===== src/rtl/spwm_pkg.sv =====
// Shared definitions for the SPWM modulator: sequencer state encoding and the
// carrier/sine-table defaults used by both the carrier counter and the sequencer.
package spwm_pkg;

  typedef enum logic [1:0] {
    ST_IDLE = 2'd0,
    ST_ARM  = 2'd1,
    ST_RUN  = 2'd2
  } state_t;

  localparam int CNT_MAX  = 41;
  localparam int CNT_W    = 6;
  localparam int SINE_LEN = 64;

endpackage


===== src/rtl/spwm_prescaler.sv =====
// Terminal-count clock divider: emits a registered one-clock tick every ratio+1
// enabled cycles. The ratio is captured on clear, so later input changes are ignored.
module spwm_prescaler #(
  parameter int PRESCALE_W = 8
) (
  input  logic                  clk,
  input  logic                  rst,
  input  logic                  clear,
  input  logic                  en,
  input  logic [PRESCALE_W-1:0] ratio,
  output logic                  tick
);

  logic [PRESCALE_W-1:0] ratio_q;
  logic [PRESCALE_W-1:0] cnt;
  logic [PRESCALE_W-1:0] cnt_nxt;

  always_comb begin
    cnt_nxt = (cnt == ratio_q) ? '0 : cnt + 1'b1;
  end

  // tick is registered one step ahead so it is high in the cycle cnt sits at the terminal value
  always_ff @(posedge clk or posedge rst) begin
    if (rst) begin
      ratio_q <= '0;
      cnt     <= '0;
      tick    <= 1'b0;
    end else if (clear) begin
      ratio_q <= ratio;
      cnt     <= '0;
      tick    <= (ratio == '0);
    end else if (en) begin
      cnt     <= cnt_nxt;
      tick    <= (cnt_nxt == ratio_q);
    end else begin
      tick    <= 1'b0;
    end
  end

endmodule


===== src/rtl/spwm_carrier_sequencer.sv =====
// Sequences the SPWM triangle-carrier counter: start/stop FSM, carrier direction,
// reference sample strobes and the sine-table index, with stops landing on a valley.
module spwm_carrier_sequencer
  import spwm_pkg::*;
#(
  parameter int PRESCALE_W = 8,
  parameter int IDX_W      = 6,
  parameter int SINE_LEN   = spwm_pkg::SINE_LEN
) (
  input  logic                  clk,
  input  logic                  rst,
  input  logic                  start,
  input  logic                  stop,
  input  logic [PRESCALE_W-1:0] prescale,
  input  logic                  carryUp,
  input  logic                  carryDown,
  output logic                  cnt_e,
  output logic                  cnt_updown,
  output logic                  cnt_rst_syn,
  output logic [IDX_W-1:0]      sine_idx,
  output logic                  half_cycle,
  output logic                  sample,
  output logic                  busy,
  output logic                  done
);

  state_t state;
  logic   stop_pending;
  logic   stop_now;
  logic   idx_last;

  assign stop_now = (state == ST_RUN) && carryDown && stop_pending;
  assign idx_last = (sine_idx == IDX_W'(SINE_LEN - 1));

  // The final valley step of a stop must not be followed by another tick
  spwm_prescaler #(
    .PRESCALE_W(PRESCALE_W)
  ) u_prescaler (
    .clk  (clk),
    .rst  (rst),
    .clear(state == ST_ARM),
    .en   ((state == ST_RUN) && !stop_now),
    .ratio(prescale),
    .tick (cnt_e)
  );

  always_ff @(posedge clk or posedge rst) begin
    if (rst) begin
      state        <= ST_IDLE;
      cnt_updown   <= 1'b1;
      cnt_rst_syn  <= 1'b1;
      sine_idx     <= '0;
      half_cycle   <= 1'b0;
      sample       <= 1'b0;
      busy         <= 1'b0;
      done         <= 1'b0;
      stop_pending <= 1'b0;
    end else begin
      sample <= 1'b0;
      done   <= 1'b0;
      case (state)
        ST_IDLE: begin
          cnt_rst_syn <= 1'b1;
          if (start) begin
            state      <= ST_ARM;
            busy       <= 1'b1;
            sine_idx   <= '0;
            half_cycle <= 1'b0;
            cnt_updown <= 1'b1;
          end
        end
        ST_ARM: begin
          if (stop) stop_pending <= 1'b1;
          state       <= ST_RUN;
          cnt_rst_syn <= 1'b0;
        end
        ST_RUN: begin
          if (stop) stop_pending <= 1'b1;
          // carryDown takes priority should both flags ever arrive together
          if (carryDown) begin
            cnt_updown <= 1'b1;
            sample     <= 1'b1;
            if (stop_pending) begin
              state        <= ST_IDLE;
              done         <= 1'b1;
              busy         <= 1'b0;
              cnt_rst_syn  <= 1'b1;
              stop_pending <= 1'b0;
            end else if (idx_last) begin
              sine_idx   <= '0;
              half_cycle <= ~half_cycle;
            end else begin
              sine_idx   <= sine_idx + 1'b1;
            end
          end else if (carryUp) begin
            cnt_updown <= 1'b0;
            sample     <= 1'b1;
          end
        end
        default: state <= ST_IDLE;
      endcase
    end
  end

  carry_exclusive: assert property (@(posedge clk) disable iff (rst) !(carryUp && carryDown))
    else $error("carryUp and carryDown asserted together");

endmodule

===== config.mk =====
export PLATFORM = sky130hd
export DESIGN_NAME = spwm_carrier_sequencer
export DESIGN_NICKNAME = d
export VERILOG_FILES = /design/src/rtl/spwm_pkg.sv /design/src/rtl/spwm_prescaler.sv /design/src/rtl/spwm_carrier_sequencer.sv
export SDC_FILE = /design/constraint.sdc
export NUM_CORES = 1
export LEC_CHECK = 0
export CORE_MARGIN = 2
export CORE_UTILIZATION = 30
export DETAILED_ROUTE_END_ITERATION = 7
export GPL_ROUTABILITY_DRIVEN = 0
export PLACE_DENSITY = 0.57
export SYNTH_ARGS = -nofsm -noshare
export SYNTH_HDL_FRONTEND = slang
export SYNTH_SLANG_ARGS = --single-unit

===== constraint.sdc =====
create_clock -name clk -period 1.9 [get_ports clk]
set_input_delay 0.57 -clock clk [delete_from_list [all_inputs] [get_ports clk]]
set_output_delay 0.57 -clock clk [all_outputs]
set_load 0.05 [all_outputs]

==> After elaboration in Yosys (flattened, before gate mapping) <==
Cells that the tools add are included.
{ "word_totals": {"register_bits": 32, "input_bits": 14, "elab_cells": 81} }
{ "op_classes": {"n_addsub": 2, "eq_ne": 11, "n_mux": 39, "reduce_logical": 16, "bitwise_logic": 1} }
{ "ops": {"columns": ["op", "count"], "rows": [
  ["$mux W6", 4],
  ["$mux W8", 3],
  ["$mux W1", 22],
  ["$eq A8 B8 Y1", 2],
  ["$pmux W6 S2", 1],
  ["$ne A2 B2 Y1 const B", 5],
  ["$reduce_and A3 Y1", 3],
  ["$add A8 B1 Y8 const B", 1],
  ["$logic_not A8 Y1", 1],
  ["$pmux W1 S2", 4],
  ["$reduce_and A4 Y1", 2],
  ["$add A6 B1 Y6 const B", 1],
  ["$eq A6 B6 Y1 const B", 1],
  ["$mux W2", 3],
  ["$pmux W2 S3", 1],
  ["$reduce_bool A2 Y1", 3],
  ["$reduce_and A5 Y1", 1],
  ["$logic_and A1 B1 Y1", 3],
  ["$ne A3 B3 Y1 const B", 1],
  ["$pmux W1 S3", 1],
  ["$reduce_bool A3 Y1", 1],
  ["$eq A2 B1 Y1 const B", 1],
  ["$eq A2 B2 Y1 const B", 1],
  ["$logic_not A2 Y1", 1],
  ["2 further kinds", 2]
]} }

==> Longest topological paths before layout <==
Gate-level depths: netlist of run 1.
{ "depth": {"ltp_word": 7, "ltp_mapped": 8} }

==> Modules after synthesis <==
A second synthesis of run 1 with hierarchy kept.
{ "hier_totals": {"hier_cells": 207, "area_unflattened_um2": 2025.7} }
{ "modules_own_cells": {"columns": ["mod", "n_inst", "cells_each", "area_per_inst_um2"], "rows": [
  ["spwm_prescaler", 1, 123, 1228.7],
  ["spwm_carrier_sequencer", 1, 84, 797.0]
]} }

==> Least setup slack after synthesis of run 1 <==
OpenSTA, ideal clock, no wires.
{ "synth_path": {"path_type": "reg-to-reg", "from": "register sine_idx[0]", "to": "register sine_idx[0]", "stages_incl_launch_ff": 6, "arrival_ns": 1.705, "path_slack_ns": 0.071, "path_cell_list": "dfrtp_1 ha_1 nand3_1 o21ai_0 nor2_1 mux2_2"} }
{ "synth_via": {"elab_chain_len": 5, "elab_cells_between_ends": 6} }
{ "synth_rtl": {"columns": ["item", "line", "source"], "rows": [
  ["start: declaration", "spwm_carrier_sequencer.sv:20", "output logic [IDX_W-1:0] sine_idx,"],
  ["start signal: assignment", "spwm_carrier_sequencer.sv:93", "sine_idx <= sine_idx + 1'b1;"],
  ["$add A6 B1 Y6 or $eq A6 B6 Y1 (tied branches)", "spwm_carrier_sequencer.sv:93, spwm_carrier_sequencer.sv:33", null],
  ["$mux W6 (*)", "spwm_carrier_sequencer.sv:89", "end else if (idx_last) begin"],
  ["$mux W6 (*)", "spwm_carrier_sequencer.sv:83", "if (stop_pending) begin"],
  ["$mux W6 (*)", "spwm_carrier_sequencer.sv:80", "if (carryDown) begin"],
  ["$pmux W6 S2 (*)", "spwm_carrier_sequencer.sv:61", "case (state)"]
]} }
Every way passes the cells marked *; elsewhere a longest branch is shown, timed or not. The select of a mux whose other input is x is not followed.
A chain may end at the register's enable or synchronous reset.

==> Worst setup path in the final report of run 1 <==
{ "layout_path": {"from": "register u_prescaler.cnt[6]", "to": "register u_prescaler.tick"} }
{ "layout_via": {"elab_chain_len": 5, "elab_cells_between_ends": 6} }
{ "layout_rtl": {"columns": ["item", "line", "source"], "rows": [
  ["start: declaration", "spwm_prescaler.sv:15", "logic [PRESCALE_W-1:0] cnt;"],
  ["start signal: assignment", "spwm_prescaler.sv:33", "cnt <= cnt_nxt;"],
  ["$add A8 B1 Y8 or $eq A8 B8 Y1 (tied branches)", "spwm_prescaler.sv:19", "cnt_nxt = (cnt == ratio_q) ? '0 : cnt + 1'b1;"],
  ["$mux W8 (*)", "spwm_prescaler.sv:19", null],
  ["$eq A8 B8 Y1 (*)", "spwm_prescaler.sv:34", "tick <= (cnt_nxt == ratio_q);"],
  ["$mux W1 (*)", "spwm_prescaler.sv:32", "end else if (en) begin"],
  ["$mux W1 (*)", "spwm_prescaler.sv:28", "end else if (clear) begin"],
  ["end signal: assignment", "spwm_prescaler.sv:31", "tick <= (ratio == '0);"],
  ["end signal: assignment", "spwm_prescaler.sv:34", null],
  ["end: declaration", "spwm_prescaler.sv:11", "output logic tick"]
]} }
Every way passes the cells marked *; elsewhere a longest branch is shown, timed or not.

==> metrics.md, run 1 <==
| Metric | Value |
|---|---|
| Clk pin slew, worst setup/hold paths | `~0.07 ns` |
| Post-synthesis instance total | `200` |
| Hold EP | `half_cycle$_DFFE_PP0P_` |
| Pwr Density | `1310 nW/um2` |
| Largest net degree at the start of global routing | `33` |
| Worst path most repeated cell | `o32ai_2` |
| Crit path max fanout | `4` |
| Global-route wire length before repair | `approximately 7500 um` |
| # fillers | `592` |
| Clock group share of total power | `18.7%` |
| Mapped Area | `roughly 1900 um2` |
| Crit-path max cell delay | `roughly 0.41 ns` |
| Post-Place Cells | `approximately 330` |
| CTS tree | `done` |
| Worst vdd ir | `around 0.38 mV` |
| Unique masters post-synth | `42` |
| Initial DRC Count | `between 100 and 150` |
| Startpoint Class | `flip-flop` |
| Cell chain of the critical path | `xnor2_2 > o2111ai_2 > or2_4 > buf_6 > o32ai_2 > o32ai_2 > o31ai_2` |
| Comb pwr share | `49.7%` |
| Post-synth EDFFs | `0` |
| CTS Buf Count | `5` |
| Hold_sp | `half_cycle$_DFFE_PP0P_` |
| Area growth, synth to finish | `42.9%` |
| Worst skew pair latency | `approximately 0.29 ns` |
| CP top delay family | `compound AO/OA/AOI/OAI gates` |
| Final antenna-violating net count | `0` |
| R2r setup slk | `0.03 ns` |
| RR Startpoint | `u_prescaler.cnt[6]$_DFFE_PP0P_` |
| Post-synthesis register bit count | `32` |
| Sw Share | `39.2%` |
| Primary FF master, synth | `dfrtp_1` |
| Layout Cells excl Fill | `~340` |
| WS Path Type | `reg -> reg` |
| Dpl hpwl | `3320 um` |
| Tmin final | `1.87 ns` |
| Antenna violations before repair | `0` |
| # port buffers | `26` |
| Seq/Total Area, Yosys | `between 40% and 50%` |
| Initial Utilization | `between 30% and 40%` |
| Async S/R FF share, synth | `100%` |
| NumNets Final | `280` |
| Period utilization | `roughly 99%` |
| Hold Crit Depth | `1` |
| CTS Root Cell | `clkbuf_8` |
| Sw Pwr | `between 1 and 1.5 mW` |
| Total track usage | `between 10% and 20%` |
| Grt ovf | `0` |
| Post-DR wirelength/cell | `approximately 13 um` |
| # rows | `28` |
| Worst Setup End Kind | `flip-flop` |
| Internal power | `between 2 and 2.5 mW` |
| Area after DPL | `about 2400 um2` |
| Reg-to-reg endpoint | `u_prescaler.tick$_DFF_PP0_` |
| Yosys Warn Count | `0` |
| Layout cell share with drive strength beyond 1 | `30.7%` |
| Buffer and inverter count on the worst path | `1` |
| CP max stage cell | `dfrtp_1` |
| Commonest non-fill, non-tap cell in the layout | `buf_4` |
| Clock Path Buffers | `2` |
| Seq pwr share | `31.6%` |
| Core area | `5960 um2` |
| Actual slew at the worst max-slew pin | `about 0.47 ns` |
| IO Pins | `27` |
| Die footprint | `between 6000 and 7000 um2` |
| Final Total Pwr | `3.46 mW` |
| Area contributors post-synth | `dfrtp_1 (41%), mux2_2 (5.5%), a21oi_1 (4.3%)` |
| Vias in the first global route | `around 1.5k` |
| Hold_buf cts | `0` |
| Via count | `1664` |
| Die width | `slightly above 80 um` |
| Clock sink count | `32` |
| Yosys top cell by area | `dfrtp_1` |
| Final setup violation count | `0` |
| Iteration count of the initial detailed-routing pass | `5` |
| Setup Skew | `between 0.003 and 0.004 ns` |
| Critical path data required time | `2.10 ns` |
| Critical path data arrival time | `2.08 ns` |
| Max Transition Viols Final | `0` |
| Antenna cells | `0` |
| Syn nets | `220` |
| DRC violations left | `0` |
| Die height | `about 83 um` |
| Worst reg2reg path depth | `7` |
| Hold WC Path Type | `reg -> reg` |
| Commonest cells after routing, fill and taps aside | `buf_4 (41), dfrtp_1 (29), nand2_1 (17), nor2_1 (16), o21ai_0 (15)` |
| Max-Slew Margin vs Limit | `between 60% and 70%` |
| Synth Area per Inst | `just over 9 um2` |
| Fmax | `approximately 530 MHz` |
| Max Cap Violations | `0` |
| Layout Cell Area excl Fill | `roughly 2600 um2` |
| WL final | `4480 um` |
| Leak | `1.13 nW` |
| Vias per inst | `a little under 5` |
| Top-area cell type share of the netlist area | `slightly above 40%` |
| Final Hold Viols | `0` |
| Status | `finished clean` |
| H-tree depth | `2` |
| RSZ-0062 raised after global routing | `true` |
-- kinds of logic (layout without fill, tap and decap cells) --
family	count (synthesis)	in the layout	synth area share, %
and+or+nand+nor	69	69	17.8
AOI/OAI and AO/OA	52	52	18.0
DFF	32	32	43.4
buffers and inverters	17	78	3.72
xor gates and xnor gates	14	14	7.03
muxes	10	10	6.02
adders and majority gates	6	6	4.06
-- area by class of cell --
class	instances	area, um2	area share [%]
multi-input cells	151	1040	39.5
flip-flops and latches	32	805	30.4
repair buffers	61	561	21.2
well taps	75	93.8	3.55
clock buffers	6	72.6	2.74
clock inverters	2	35.0	1.32
inverters	9	33.8	1.28
-- worst reg2reg max path, cell delays in order (launching register included) --
cell,delay (ns)
dfrtp_1,0.41
xnor2_2,0.25
o2111ai_2,0.17
or2_4,0.28
buf_6,0.13
o32ai_2,0.23
o32ai_2,0.13
o31ai_2,0.18
-- synth_stat cells, types with 2 or more instances --
cell	n
xnor2_1	9
o32ai_1	3
nor3_1	6
buf_2	4
or3_1	2
a31oi_1	3
clkbuf_1	4
nand3_1	13
dfstp_2	2
nor2_1	17
o21ai_0	15
nand2_1	17
o21a_1	2
a21oi_1	16
and2_1	2
nor4_1	2
o2111ai_1	3
xor2_1	4
nor3b_1	2
ha_1	6
mux2_2	9
inv_1	9
dfrtp_1	30
a21o_1	2
-- worst max-delay path by stage --
| stage | depth (start not counted) | to | startpoint | slack (ns) |
|---|---|---|---|---|
| CTS | 7 | u_prescaler.tick$_DFF_PP0_ | u_prescaler.ratio_q[6]$_DFFE_PP0P_ | 0.001 |
| floorplan | 5 | sine_idx[0]$_DFFE_PP0P_ | sine_idx[0]$_DFFE_PP0P_ | 0.07 |
| finish | 7 | u_prescaler.tick$_DFF_PP0_ | u_prescaler.cnt[6]$_DFFE_PP0P_ | 0.03 |
| global placement | 5 | sine_idx[0]$_DFFE_PP0P_ | start | -0.06 |
| detailed placement | 6 | u_prescaler.tick$_DFF_PP0_ | u_prescaler.cnt[6]$_DFFE_PP0P_ | -0.12 |
| global route | 6 | u_prescaler.tick$_DFF_PP0_ | u_prescaler.cnt[6]$_DFFE_PP0P_ | -0.07 |
-- power groups by stage --
stage	registers (mW)	clock network (mW)	logic (mW)
after floorplan	1.26	0	0.838
after global placement	1.10	0	1.60
after detailed placement	1.10	0	1.61
after CTS	1.09	0.668	1.69
after global routing	1.12	0.690	1.90
final	1.10	0.647	1.72
-- per-stage QoR --
| step | hold slack (ns) | worst slack (ns) | TNS [ns] | util [%] |
|---|---|---|---|---|
| 2_1_floorplan | 0.496 | 0.0706 | 0 | - |
| 3_3_place_gp | 0.475 | -0.0575 | -0.230 | 41.0 |
| 5_1_grt | 0.521 | -0.0653 | -0.0747 | 44.4 |
| 4_1_cts | 0.496 | 0.00108 | 0 | 43.6 |
| 3_5_place_dp | 0.487 | -0.118 | -0.394 | 41.0 |
| 6_report | 0.485 | 0.0254 | 0 | 44.4 |
-- state kept, by name, indices dropped and copies added (netlist names) --
register and count:
done 1, u_prescaler.cnt 8, state 2, u_prescaler.tick 1, cnt_rst_syn 1, u_prescaler.ratio_q 8, busy 1, stop_pending 1
sine_idx 6, sample 1, half_cycle 1, cnt_updown 1
-- per-layer routing --
layer  GRT usage, %  vias to the layer above  share of wire [%]
met2           23.3                       20                 48
met4           6.89                        0                2.3
met1           19.4                      802                 48
met5              0                        -                  0
met3           2.93                        8                2.5
li1               -                      834                  -
-- timing repair --
action | in CTS | in global routing
buffers inserted | 1 | 2
pin swaps | 7 | 6
endpoints found under the setup margin | 1 | 7
hold endpoints to repair | 0 | 0
gates resized for setup | 7 | 8
(Power assumes the default switching activity.)
==> run 2: changes to the inputs <==
--- a/config.mk
+++ b/config.mk
@@ -6,10 +6,12 @@
 export NUM_CORES = 1
 export LEC_CHECK = 0
 export CORE_MARGIN = 2
-export CORE_UTILIZATION = 30
+export CORE_UTILIZATION = 49
 export DETAILED_ROUTE_END_ITERATION = 7
 export GPL_ROUTABILITY_DRIVEN = 0
-export PLACE_DENSITY = 0.57
+export PLACE_DENSITY = 0.81
+export SKIP_CTS_REPAIR_TIMING = 1
 export SYNTH_ARGS = -nofsm -noshare
 export SYNTH_HDL_FRONTEND = slang
+export SYNTH_HIERARCHICAL = 1
 export SYNTH_SLANG_ARGS = --single-unit
==> run 2 against run 1 <==
The flow now finishes with violations (setup timing). Clock skew is 0.0026 ns lower. Utilization is 26 points higher. Global-route usage is 9.5 points higher. Sequential power is 5% higher. Clock power hardly changed. Sequential cell count stayed put. First-iteration DRC count is 3.6% higher. Synthesized cell count is 3.5% higher. Routed wire length is 19% higher. Critical endpoint is now u_prescaler/tick$_DFF_PP0_.
==> metrics.md, run 2 <==
| Metric | Value |
|---|---|
| H-tree depth | `2 (unchanged)` |
| Worst Setup End Kind | `flip-flop (unchanged)` |
| Vias per inst | `5.72 (was 4.95)` |
| Post-synthesis register bit count | `32 (unchanged)` |
| Uppermost layer routed | `met4 (unchanged)` |
| CTS tree | `done (unchanged)` |
| CP top delay family | `compound AO/OA/AOI/OAI gates (unchanged)` |
| Syn nets | `227 (was 220)` |
| CP max stage cell | `dfrtp_2 (was dfrtp_1)` |
| Clk pin slew, worst setup/hold paths | `0.07 ns (about the same)` |
| Largest net degree at the start of global routing | `18 (was 33)` |
| Max Transition Viols Final | `0 (unchanged)` |
| # fillers | `279 (was 592)` |
| # rows | `23 (was 28)` |
| Tmin final | `1.94 ns (was 1.87 ns)` |
| Commonest cells after routing, fill and taps aside | `buf_4 (49), dfrtp_1 (27), nor2_1 (24), nand2_1 (14), o21ai_0 (14) (was buf_4 (41), dfrtp_1 (29), nand2_1 (17), nor2_1 (16), o21ai_0 (15))` |
| Leak | `1.28 nW (was 1.13 nW)` |
| Clock Path Buffers | `2 (unchanged)` |
| Seq/Total Area, Yosys | `39.7% (was 43.4%)` |
| Vias in the first global route | `1854 (was 1547)` |
| Post-synth EDFFs | `0 (unchanged)` |
| Global-route wire length before repair | `8380 um (was 7540 um)` |
| Buffer and inverter count on the worst path | `1 (unchanged)` |
| Synth Area per Inst | `9.79 um2 (was 9.25 um2)` |
| RSZ-0062 raised after global routing | `true (unchanged)` |
| Final Hold Viols | `0 (unchanged)` |
| Area after DPL | `2600 um2 (was 2440 um2)` |
| Grt ovf | `0 (unchanged)` |
| Iteration count of the initial detailed-routing pass | `4 (was 5)` |
| Final worst setup slack | `-0.0445 ns (was 0.0254 ns)` |
| Status | `complete, but fails checks (was finished clean)` |
| Hold WC Path Type | `reg -> reg (unchanged)` |
| Initial DRC Count | `114 (was 110)` |
| Total track usage | `24.3% (was 14.8%)` |
| Area contributors post-synth | `dfrtp_1 (37%), mux2_2 (5.0%), nor2_1 (4.4%) (was dfrtp_1 (41%), mux2_2 (5.5%), a21oi_1 (4.3%))` |
| Final setup violation count | `2 (was 0)` |
| Layout Cell Area excl Fill | `2830 um2 (was 2650 um2)` |
| Failing checks | `setup timing` |
| Antenna violations before repair | `0 (unchanged)` |
| NumNets Final | `293 (was 280)` |
| Met3 routed WL | `247 um (was 110 um)` |
| Crit-path max cell delay | `0.45 ns (was 0.41 ns)` |
| Crit path max fanout | `4 (unchanged)` |
| Mapped Area | `2030 um2 (was 1850 um2)` |
| Primary FF master, synth | `dfrtp_1 (unchanged)` |
| Area growth, synth to finish | `39.5% (was 42.9%)` |
| Period utilization | `102% (was 98.7%)` |
| Post-DR wirelength/cell | `16.5 um (was 13.3 um)` |
| Core area | `4000 um2 (was 5960 um2)` |
| Most common cell in the netlist | `dfrtp_1 (unchanged)` |
| Clock sink count | `32 (unchanged)` |
| Top-area cell type share of the netlist area | `37.1% (was 40.6%)` |
| Final antenna-violating net count | `0 (unchanged)` |
| Max-Slew Margin vs Limit | `77.3% (was 68.6%)` |
| Worst vdd ir | `0.894 mV (was 0.384 mV)` |
| WS Path Type | `reg -> reg (unchanged)` |
| Setup Skew | `0.00123 ns (was 0.00380 ns)` |
| Fmax | `514 MHz (was 533 MHz)` |
| Worst skew pair latency | `0.28 ns (was 0.29 ns)` |
| Layout cell share with drive strength beyond 1 | `36.1% (was 30.7%)` |
| Unique masters post-synth | `53 (was 42)` |
| CTS Root Cell | `clkbuf_8 (unchanged)` |
| Die height | `68.3 um (was 82.5 um)` |
| Die width | `68.3 um (was 82.5 um)` |
| DRC violations left | `0 (unchanged)` |
| Pwr Density | `1420 nW/um2 (was 1310 nW/um2)` |
| Post-synthesis instance total | `207 (was 200)` |
| Setup TNS | `-0.0518 ns (was 0 ns)` |
| Actual slew at the worst max-slew pin | `0.339 ns (was 0.467 ns)` |
| WL final | `5340 um (was 4480 um)` |
| Async S/R FF share, synth | `100% (unchanged)` |
| Commonest non-fill, non-tap cell in the layout | `buf_4 (unchanged)` |
| Critical path data arrival time | `2.16 ns (was 2.08 ns)` |
| # port buffers | `26 (unchanged)` |
| Yosys Warn Count | `6 (was 0)` |
| Wire length on met2 | `2810 um (was 2130 um)` |
| Biggest regs | `u_prescaler/cnt (8), u_prescaler/ratio_q (8), sine_idx (6) (was u_prescaler.cnt (8), u_prescaler.ratio_q (8), sine_idx (6))` |
| Max Cap Violations | `0 (unchanged)` |
| Yosys top cell by area | `dfrtp_1 (unchanged)` |
| Antenna cells | `0 (unchanged)` |
| Critical path data required time | `2.12 ns (was 2.10 ns)` |
| Cell chain of the critical path | `xor2_2 > nor4_4 > buf_4 > o2bb2ai_1 > a2bb2oi_1 > a2111o_1 > o21ai_1 (was xnor2_2 > o2111ai_2 > or2_4 > buf_6 > o32ai_2 > o32ai_2 > o31ai_2)` |
| CTS Buf Count | `5 (unchanged)` |
| IO Pins | `27 (unchanged)` |
| Final Total Pwr | `4.02 mW (was 3.46 mW)` |
| Startpoint Class | `flip-flop (unchanged)` |
| Via count | `1854 (was 1664)` |
| Initial Utilization | `50.6% (was 31.1%)` |
| WL met1 | `2170 um (was 2140 um)` |
| Die footprint | `4660 um2 (was 6810 um2)` |
| Dpl hpwl | `3660 um (was 3320 um)` |
| Top cells by count, synth | `dfrtp_1 (30), nor2_1 (24), nand2_1 (14), o21ai_0 (14) (was dfrtp_1 (30), nand2_1 (17), nor2_1 (17))` |
## run 2: cell types whose count changed in the layout (fill, tap and decap cells not counted), moves of 4 or more
cell,previous run,this run
buf_4,41,49
nand3_1,13,5
a21oi_1,14,8
a22oi_1,0,4
xnor2_1,9,2
nor2_1,16,24
xor2_1,4,8
## run 2: final timing paths
path / startpoint / cells past startpoint / slack [ns] / to
max: u_prescaler/ratio_q[3]$_DFFE_PP0P_ / 7 / -0.04 / u_prescaler/tick$_DFF_PP0_
min: half_cycle$_DFFE_PP0P_ / 1 / 0.48 / half_cycle$_DFFE_PP0P_
max reg2reg: u_prescaler/ratio_q[3]$_DFFE_PP0P_ / 7 / -0.04 / u_prescaler/tick$_DFF_PP0_
min reg2reg: half_cycle$_DFFE_PP0P_ / 1 / 0.48 / half_cycle$_DFFE_PP0P_
max in group asynchronous: rst / 3 / 1.04 / cnt_rst_syn$_DFFE_PP1P_
min in group asynchronous: rst / 3 / 0.62 / sine_idx[3]$_DFFE_PP0P_
## run 2: logic make-up (layout without fill, tap and decap cells)
group | after synthesis | count (layout) | synth area share, %
xor+xnor | 15 | 15 | 7.91
mux | 11 | 11 | 5.99
simple gates | 71 | 71 | 19.5
compound gates | 54 | 54 | 18.0
fa+ha+maj | 6 | 6 | 3.71
flops | 32 | 32 | 39.7
buf+inv | 18 | 85 | 5.25
## run 2: layout make-up
cell class,instances,area [um2],share of cell area (%)
clock buffer,6,72.6,2.57
clock inverter,2,35.0,1.24
inverter,10,37.5,1.33
multi-input combinational,157,1210,42.9
sequential,32,807,28.6
tap,50,62.6,2.21
timing repair buffer,67,601,21.2
## run 2: worst reg2reg max path, delay by kind of cell, from the launching register on
| family | cells | cell delay [ns] |
|---|---|---|
| buffers and inverters | 1 | 0.19 |
| DFF | 1 | 0.45 |
| and+or+nand+nor | 1 | 0.32 |
| AOI/OAI and AO/OA | 4 | 0.70 |
| xor gates and xnor gates | 1 | 0.22 |
## run 2: per-stage QoR
step,std cells,setup slack (ns),hold WS [ns],util [%]
floorplan,207,0.00467,0.470,-
CTS,318,-0.132,0.487,67.8
global route,324,-0.132,0.528,70.7
finish,324,-0.0445,0.482,70.7
detailed placement,310,-0.215,0.475,65.1
global placement,310,-0.199,0.468,65.1
## run 2: power by group
group | internal, mW | switching (mW) | leakage (nW)
combinational | 1.09 | 1.13 | 0.826
sequential | 0.902 | 0.254 | 0.400
clock | 0.389 | 0.261 | 0.0552
## run 2: per-layer routing
| metal | track usage, % | vias to the layer above |
|---|---|---|
| met1 | 28.5 | 912 |
| met3 | 6.41 | 12 |
| met4 | 9.75 | 0 |
| li1 | - | 875 |
| met2 | 42.0 | 55 |
| met5 | 0 | - |
